$ cat config.mk
export PLATFORM = sky130hd
export DESIGN_NAME = tu_multi_bitslip_aligner_flat
export DESIGN_NICKNAME = d
export VERILOG_FILES = /design/src/rtl/tu_multi_bitslip_aligner_if.sv /design/src/rtl/tu_multi_bitslip_aligner.sv /design/src/flat_wrapper.sv
export SDC_FILE = /design/constraint.sdc
export NUM_CORES = 2
export LEC_CHECK = 0
export ABC_AREA = 1
export BUFFER_PORTS_ARGS = -buffer_cell sky130_fd_sc_hd__buf_2
export CAP_MARGIN = 20
export CORE_AREA = 3 3 509 511
export DETAILED_ROUTE_END_ITERATION = 10
export DIE_AREA = 0 0 512 514
export HOLD_SLACK_MARGIN = 0.06
export PLACE_DENSITY = 0.37
export SLEW_MARGIN = 20
export SYNTH_ARGS = -nofsm -noshare
export SYNTH_HDL_FRONTEND = slang
export SYNTH_SLANG_ARGS = --single-unit
$ cat constraint.sdc
create_clock -name S_AXI_ACLK -period 2.95 [get_ports S_AXI_ACLK]
set_input_delay 0.1475 -clock S_AXI_ACLK [delete_from_list [all_inputs] [get_ports S_AXI_ACLK]]
set_output_delay 0.1475 -clock S_AXI_ACLK [all_outputs]
set_load 0.005 [all_outputs]
$ cat src/rtl/tu_multi_bitslip_aligner_if.sv
`default_nettype none
// ============================================================================
//  Module   : tu_multi_bitslip_aligner_if
//  Purpose  : Control/config/data bundle between the register bank and the
//             multi-channel bitslip aligner.
//  Revision : 1.0  initial release
// ============================================================================
interface tu_multi_bitslip_aligner_if #(
    parameter int N_CH = 8,
    parameter int DW   = 64,
    parameter int SCW  = 16
);
    logic                 start;
    logic                 abort;
    logic                 cfg_mode;
    logic [DW-1:0]        cfg_pattern;
    logic [DW-1:0]        cfg_mask;
    logic [N_CH-1:0]      cfg_ch_en;
    logic [N_CH*DW-1:0]   data_in;
    logic [N_CH-1:0]      bitslip;
    logic                 busy;
    logic                 done;
    logic [N_CH-1:0]      success_mask;
    logic [N_CH-1:0]      fail_mask;
    logic [N_CH*SCW-1:0]  slip_cnt;
    logic [N_CH*DW-1:0]   dout;

    modport master (
        output start, abort, cfg_mode, cfg_pattern, cfg_mask, cfg_ch_en, data_in,
        input  bitslip, busy, done, success_mask, fail_mask, slip_cnt, dout
    );

    modport slave (
        input  start, abort, cfg_mode, cfg_pattern, cfg_mask, cfg_ch_en, data_in,
        output bitslip, busy, done, success_mask, fail_mask, slip_cnt, dout
    );
endinterface
`default_nettype wire

$ cat src/rtl/tu_multi_bitslip_aligner.sv
`default_nettype none
// ============================================================================
//  Module   : tu_multi_bitslip_aligner
//  Purpose  : N-channel ISERDES word-alignment hunter: slip, settle, check,
//             lock after LOCK_CNT consecutive matches or fail after MAX_SLIPS.
//  Revision : 1.0  initial release
// ============================================================================
module tu_multi_bitslip_aligner #(
    parameter int N_CH      = 8,
    parameter int DW        = 64,
    parameter int MAX_SLIPS = 2500,
    parameter int WAIT_CYC  = 4,
    parameter int LOCK_CNT  = 3,
    parameter int SCW       = 16
) (
    input  wire logic                 S_AXI_ACLK,
    input  wire logic                 S_AXI_ARESETN,
    tu_multi_bitslip_aligner_if.slave bus
);

    localparam int MCW = $clog2(LOCK_CNT + 1);
    localparam int WCW = $clog2(WAIT_CYC + 1);

    typedef enum logic [2:0] {
        S_IDLE   = 3'd0,
        S_CHECK  = 3'd1,
        S_SLIP   = 3'd2,
        S_WAIT   = 3'd3,
        S_LOCKED = 3'd4,
        S_FAIL   = 3'd5
    } state_t;

    logic            r_start_q;
    logic            r_busy;
    logic            r_done;
    logic            w_start_edge;
    logic [N_CH-1:0] w_active;

    // A start edge seen while a run is in progress is deliberately dropped.
    assign w_start_edge = bus.start & ~r_start_q & ~r_busy;

    always_ff @(posedge S_AXI_ACLK or negedge S_AXI_ARESETN) begin
        if (!S_AXI_ARESETN) begin
            r_start_q <= 1'b0;
            r_busy    <= 1'b0;
            r_done    <= 1'b0;
        end else begin
            r_start_q <= bus.start;
            if (bus.abort) begin
                r_busy <= 1'b0;
                r_done <= 1'b0;
            end else if (w_start_edge) begin
                r_busy <= |bus.cfg_ch_en;
                r_done <= ~|bus.cfg_ch_en;
            end else begin
                r_busy <= r_busy & |w_active;
                r_done <= r_busy & ~|w_active;
            end
        end
    end

    assign bus.busy = r_busy;
    assign bus.done = r_done;

    generate
        for (genvar k = 0; k < N_CH; k++) begin : g_ch
            state_t         r_state;
            logic [MCW-1:0] r_match_cnt;
            logic [WCW-1:0] r_wait_cnt;
            logic [SCW-1:0] r_slip_cnt;
            logic [DW-1:0]  r_dout;
            logic           r_success;
            logic           r_fail;
            logic           r_bitslip;
            logic [DW-1:0]  w_word;
            logic           w_match;

            assign w_word  = bus.data_in[k*DW +: DW];
            assign w_match = bus.cfg_mode ? ((w_word & bus.cfg_mask) == bus.cfg_pattern)
                                          : (|w_word);

            always_ff @(posedge S_AXI_ACLK or negedge S_AXI_ARESETN) begin
                if (!S_AXI_ARESETN) begin
                    r_state     <= S_IDLE;
                    r_match_cnt <= '0;
                    r_wait_cnt  <= '0;
                    r_slip_cnt  <= '0;
                    r_dout      <= '0;
                    r_success   <= 1'b0;
                    r_fail      <= 1'b0;
                    r_bitslip   <= 1'b0;
                end else if (bus.abort) begin
                    r_state   <= S_IDLE;
                    r_bitslip <= 1'b0;
                end else if (w_start_edge) begin
                    r_state     <= bus.cfg_ch_en[k] ? S_CHECK : S_IDLE;
                    r_match_cnt <= '0;
                    r_wait_cnt  <= '0;
                    r_slip_cnt  <= '0;
                    r_dout      <= '0;
                    r_success   <= 1'b0;
                    r_fail      <= 1'b0;
                    r_bitslip   <= 1'b0;
                end else begin
                    case (r_state)
                        S_CHECK: begin
                            if (w_match) begin
                                if (r_match_cnt == MCW'(LOCK_CNT - 1)) begin
                                    r_state   <= S_LOCKED;
                                    r_dout    <= w_word;
                                    r_success <= 1'b1;
                                end else begin
                                    r_match_cnt <= r_match_cnt + 1'b1;
                                end
                            end else begin
                                r_match_cnt <= '0;
                                if (r_slip_cnt < SCW'(MAX_SLIPS)) begin
                                    r_state   <= S_SLIP;
                                    r_bitslip <= 1'b1;
                                end else begin
                                    r_state <= S_FAIL;
                                    r_fail  <= 1'b1;
                                end
                            end
                        end
                        S_SLIP: begin
                            r_bitslip  <= 1'b0;
                            r_slip_cnt <= r_slip_cnt + 1'b1;
                            r_wait_cnt <= '0;
                            r_state    <= S_WAIT;
                        end
                        S_WAIT: begin
                            if (r_wait_cnt == WCW'(WAIT_CYC - 1)) begin
                                r_state <= S_CHECK;
                            end else begin
                                r_wait_cnt <= r_wait_cnt + 1'b1;
                            end
                        end
                        default: r_bitslip <= 1'b0;
                    endcase
                end
            end

            assign w_active[k]                     = (r_state == S_CHECK) || (r_state == S_SLIP) ||
                                                     (r_state == S_WAIT);
            assign bus.bitslip[k]                  = r_bitslip;
            assign bus.success_mask[k]             = r_success;
            assign bus.fail_mask[k]                = r_fail;
            assign bus.slip_cnt[k*SCW +: SCW]      = r_slip_cnt;
            assign bus.dout[k*DW +: DW]            = r_dout;
        end
    endgenerate

endmodule
`default_nettype wire
$ cat src/flat_wrapper.sv
// flat-port wrapper written by rule: the top's interface ports become plain ports
module tu_multi_bitslip_aligner_flat 
#(
    parameter int N_CH      = 8,
    parameter int DW        = 64,
    parameter int MAX_SLIPS = 2500,
    parameter int WAIT_CYC  = 4,
    parameter int LOCK_CNT  = 3,
    parameter int SCW       = 16
)
  (S_AXI_ACLK, S_AXI_ARESETN, bus_start, bus_abort, bus_cfg_mode, bus_cfg_pattern, bus_cfg_mask, bus_cfg_ch_en, bus_data_in, bus_bitslip, bus_busy, bus_done, bus_success_mask, bus_fail_mask, bus_slip_cnt, bus_dout);
  tu_multi_bitslip_aligner_if #(.N_CH(N_CH), .DW(DW), .SCW(SCW)) bus_i ();
  input  wire logic S_AXI_ACLK;
  input  wire logic S_AXI_ARESETN;
  input wire logic [$bits(bus_i.start)-1:0] bus_start;
  input wire logic [$bits(bus_i.abort)-1:0] bus_abort;
  input wire logic [$bits(bus_i.cfg_mode)-1:0] bus_cfg_mode;
  input wire logic [$bits(bus_i.cfg_pattern)-1:0] bus_cfg_pattern;
  input wire logic [$bits(bus_i.cfg_mask)-1:0] bus_cfg_mask;
  input wire logic [$bits(bus_i.cfg_ch_en)-1:0] bus_cfg_ch_en;
  input wire logic [$bits(bus_i.data_in)-1:0] bus_data_in;
  output wire logic [$bits(bus_i.bitslip)-1:0] bus_bitslip;
  output wire logic [$bits(bus_i.busy)-1:0] bus_busy;
  output wire logic [$bits(bus_i.done)-1:0] bus_done;
  output wire logic [$bits(bus_i.success_mask)-1:0] bus_success_mask;
  output wire logic [$bits(bus_i.fail_mask)-1:0] bus_fail_mask;
  output wire logic [$bits(bus_i.slip_cnt)-1:0] bus_slip_cnt;
  output wire logic [$bits(bus_i.dout)-1:0] bus_dout;
  assign bus_i.start = bus_start;
  assign bus_i.abort = bus_abort;
  assign bus_i.cfg_mode = bus_cfg_mode;
  assign bus_i.cfg_pattern = bus_cfg_pattern;
  assign bus_i.cfg_mask = bus_cfg_mask;
  assign bus_i.cfg_ch_en = bus_cfg_ch_en;
  assign bus_i.data_in = bus_data_in;
  assign bus_bitslip = bus_i.bitslip;
  assign bus_busy = bus_i.busy;
  assign bus_done = bus_i.done;
  assign bus_success_mask = bus_i.success_mask;
  assign bus_fail_mask = bus_i.fail_mask;
  assign bus_slip_cnt = bus_i.slip_cnt;
  assign bus_dout = bus_i.dout;
  tu_multi_bitslip_aligner #(.N_CH(N_CH), .DW(DW), .MAX_SLIPS(MAX_SLIPS), .WAIT_CYC(WAIT_CYC), .LOCK_CNT(LOCK_CNT), .SCW(SCW)) u_core (.S_AXI_ACLK(S_AXI_ACLK), .S_AXI_ARESETN(S_AXI_ARESETN), .bus(bus_i));
endmodule
==> summary.md <==
| Metric | Value |
|---|---|
| Internal | `22.3 mW` |
| Most frequent cells in the layout | `1714 x nand2_1, 1317 x buf_2, 807 x nand3_1, 731 x dfrtp_1, 546 x nor2_1` |
| Maximum VDD drop | `0.000448 V` |
| IO Port Bufs | `between 1000 and 1500` |
| Worst-Margin Slew | `0.996 ns` |
| Clock-pin slew on the worst setup and hold paths | `0.06 ns` |
| Yosys top cell area share | `~41%` |
| GRT overflow | `0` |
| Hold Path Stages | `2` |
| Worst path cell trace | `dlygate4sd3_1 -> buf_2 -> nand2_1 -> xor2_1 -> nor2_1 -> nand2_1 -> nor2_1 -> nand2_1 -> nor2_1 -> nand2_1 -> nand2_2 -> nand4_1 -> buf_4 -> buf_4 -> nand2_2 -> buf_12 -> nand3_1 -> nand2_1` |
| Vias in the first global route | `around 53000` |
| Flop2flop setup slack | `approximately 0.30 ns` |
| Clk pwr share | `~36%` |
| WL final | `about 390000 um` |
| Synthesis-stage register bit count | `between 700 and 800` |
| Synth area leaders | `dfrtp_1 41%, nand2_1 15%, nand3_1 9.1%, xor2_1 7.5%, nor2_1 4.7%` |
| Setup_tns | `0 ns` |
| Final setup viols | `0` |
| Worst R2R Start | `u_core.bus.busy$_DFF_PN0_` |
| Post-synth ARST share | `between 90% and 100%` |
| Critical setup path kind | `primary input to register` |
| DR DRC count | `0` |
| Share of cells above drive strength 1 | `approximately a quarter` |
| Leak | `about 34 nW` |
| Die Y | `~510 um` |
| Worst Setup End Kind | `register` |
| Top_reg_cell synth | `dfrtp_1` |
| Ys Warns | `0` |
| Initial core utilization | `~17%` |
| HP Start | `bus_start` |
| Fin nets | `8724` |
| Pin count of the biggest net entering global routing | `around 120` |
| Number of CTS-inserted buffers | `101` |
| Worst stage delay on the critical path | `0.61 ns` |
| Critical path's top delay family | `simple AND/OR/NAND/NOR gates` |
| Core area | `254000 um^2` |
| Synth unique cells | `55` |
| Initial antenna violation count | `~150` |
| First-pass GRT wire length | `between 500000 and 600000 um` |
| CP arrival | `approximately 3.6 ns` |
| Crit path top cell by count | `nand2_1` |
| Number of synthesized flops with an enable pin | `0` |
| Row count | `185` |
| RSZ-0062 raised after global routing | `no` |
| Synthesized cell area | `44400 um^2` |
| Worst reg2reg path depth | `8` |
| R2r endpoint | `u_core.g_ch[3].r_dout[47]$_DFFE_PN0P_` |
| Critical-path top delay cell | `dlygate4sd3_1` |
| Syn_nets | `roughly 6800` |
| Hold Violations, Final | `0` |
| IO Pins | `about 1300` |
| Most common cell after layout, fill and taps aside | `nand2_1` |
| H-tree depth | `3` |
| Mapped Cells | `6068` |
| Crit-path max FO | `35` |
| Seq pwr share | `approximately 34%` |
| Die area | `263000 um^2` |
| Vias/cell | `between 4 and 5` |
| Fin crit period | `around 2.9 ns` |
| Switch Pwr | `about 14 mW` |
| Startpoint types | `primary input` |
| Worst min path class | `primary input to register` |
| Final-layout fill cell count | `approximately 28000` |
| Crit share post-route | `97.1%` |
| Clock tree buffer depth | `3` |
| WP data required | `3.65 ns` |
| Sw Share | `38.5%` |
| Cell taking the most area after synthesis | `dfrtp_1` |
| Logic pwr share | `a little under a third` |
| Status | `finished, final reports clean` |
| Portion of the post-synthesis area used by sequential elements | `between 40% and 50%` |
| GRT Util Overall | `between 20% and 30%` |
| Worst relative slew slack | `33.6%` |
| Clk_lat worst skew | `0.81 ns` |
| Detailed Place HPWL | `~330000 um` |
| Die width | `slightly above 500 um` |
| DRT antenna net count | `0` |
| Final Max Tran Viols | `0` |
| Max_cap viols | `0` |
| Mapped Avg Cell Area | `roughly 7.3 um^2` |
| TritonCTS clock tree | `yes` |
| Root Driver | `clkbuf_16` |
| Via count | `54613` |
| Sink Count | `about 730` |
| Worst min-delay path endpoint | `u_core.r_start_q$_DFF_PN0_` |
| Area growth, synth to finish | `48.7%` |
| Initial DRC Count | `between 5000 and 6000` |
| Pwr dens | `approximately 550 nW/um^2` |
| DRT Pass-1 Iters | `6` |
| Layout Skew | `~0.060 ns` |
| Max Clock Freq | `~0.35 GHz` |
| CP bufs+invs | `5` |
| Total Power | `36.2 mW` |
| DR WL/cell | `~34 um` |
| Final GP Congestion | `between 0.9 and 1` |
[metrics by stage]
step           cell area (um^2)  setup WS (ns)  cells  hold WS [ns]  util (%)
2_1_floorplan             44400           1.02   6068        -0.148         -
3_3_place_gp              57100         -0.560  10772         0.200      22.4
3_5_place_dp              57100         -0.540  10772         0.193      22.4
4_1_cts                   65800         0.0192  11486        0.0789      25.9
5_1_grt                   65900        0.00720  11527         0.105      25.9
6_report                  66000         0.0869  11559         0.158      26.0
[power by group through the flow]
stage | sequential (mW) | clock [mW] | combinational, mW
2_1_floorplan | 12.1 | 0 | 3.94
5_1_grt | 12.3 | 13.8 | 11.5
6_report | 12.2 | 13.1 | 10.9
3_3_place_gp | 12.3 | 0 | 10.1
4_1_cts | 12.1 | 13.5 | 10.8
3_5_place_dp | 12.3 | 0 | 10.1
[layout make-up]
cell class,instances,area [um^2],area share [%]
clock buffer,139,2880,4.37
tap,3366,4210,6.38
timing repair buffer,2228,15600,23.6
clock inverter,46,562,0.851
sequential,731,18300,27.7
multi-input combinational,4501,22500,34.1
inverter,476,1790,2.71
antenna,72,180,0.273
[cell families after synthesis]
| family | after synthesis | synth area share (%) |
|---|---|---|
| xor+xnor | 385 | 7.59 |
| buf+inv | 836 | 8.21 |
| flops | 731 | 41.2 |
| compound gates | 407 | 4.97 |
| simple gates | 3676 | 37.1 |
| fa+ha+maj | 32 | 0.902 |
| mux | 1 | 0.0225 |
[worst reg2reg max path, stage by stage, from the launching register on]
cell and delay [ns]:
dfrtp_1 0.43, inv_2 0.07, nand3_4 0.17, clkinv_2 0.28
nand2_4 0.18, buf_12 0.46, buf_4 0.76, nand3_1 0.14
o21ai_0 0.09
[cell usage after synthesis, types with 10 or more instances]
master / instances
o21ai_1: 27
inv_2: 63
nand2_1: 1717
inv_1: 411
nor3_1: 87
nand3_2: 51
buf_6: 23
a31oi_1: 12
buf_1: 27
nor3b_1: 11
o21ai_0: 216
xor2_1: 382
nor2_1: 551
nor4_1: 138
a21oi_1: 100
nand4_1: 276
clkbuf_1: 145
o22ai_1: 10
nand2_2: 10
buf_4: 51
buf_2: 113
nand3_1: 807
dfrtp_1: 731
ha_1: 32
[how the worst max path moves through the flow]
stage | start | endpoint | slack [ns] | depth (start not counted)
after global routing | u_core.bus.busy$_DFF_PN0_ | u_core.g_ch[0].r_slip_cnt[14]$_DFFE_PN0P_ | 0.007 | 11
after CTS | bus_data_in[58] | u_core.g_ch[0].r_dout[2]$_DFFE_PN0P_ | 0.02 | 17
after global placement | bus_cfg_mask[21] | u_core.g_ch[0].r_dout[10]$_DFFE_PN0P_ | -0.56 | 16
after floorplan | u_core.bus.busy$_DFF_PN0_ | u_core.g_ch[4].r_slip_cnt[13]$_DFFE_PN0P_ | 1.02 | 13
after detailed placement | bus_cfg_mask[21] | u_core.g_ch[0].r_dout[52]$_DFFE_PN0P_ | -0.54 | 16
final | bus_data_in[58] | u_core.g_ch[0].r_dout[2]$_DFFE_PN0P_ | 0.09 | 18
[state kept, by name, summed over array words and instances (netlist names)]
name and count:
u_core.bus.done 1, u_core.g_ch.r_bitslip 8, u_core.g_ch.r_dout 512, u_core.g_ch.r_fail 8, u_core.g_ch.r_slip_cnt 128, u_core.g_ch.r_wait_cnt 24
u_core.g_ch.r_match_cnt 16, u_core.bus.busy 1, u_core.r_start_q 1, u_core.g_ch.r_state 24, u_core.g_ch.r_success 8
[what timing repair did]
action	CTS	global route
hold buffers	529	0
setup buffers	0	1
endpoints found under the setup margin	0	69
gates resized for setup	0	3
hold endpoints to repair	1014	0
[per-layer routing]
metal	vias up	global-route usage [%]	routed length, um
li1	24009	-	-
met3	838	7.95	32200
met5	-	0	657
met4	102	15.2	25400
met2	2953	46.4	179000
met1	26711	34.7	156000
Note: power is estimated with default switching activity, not from simulation.
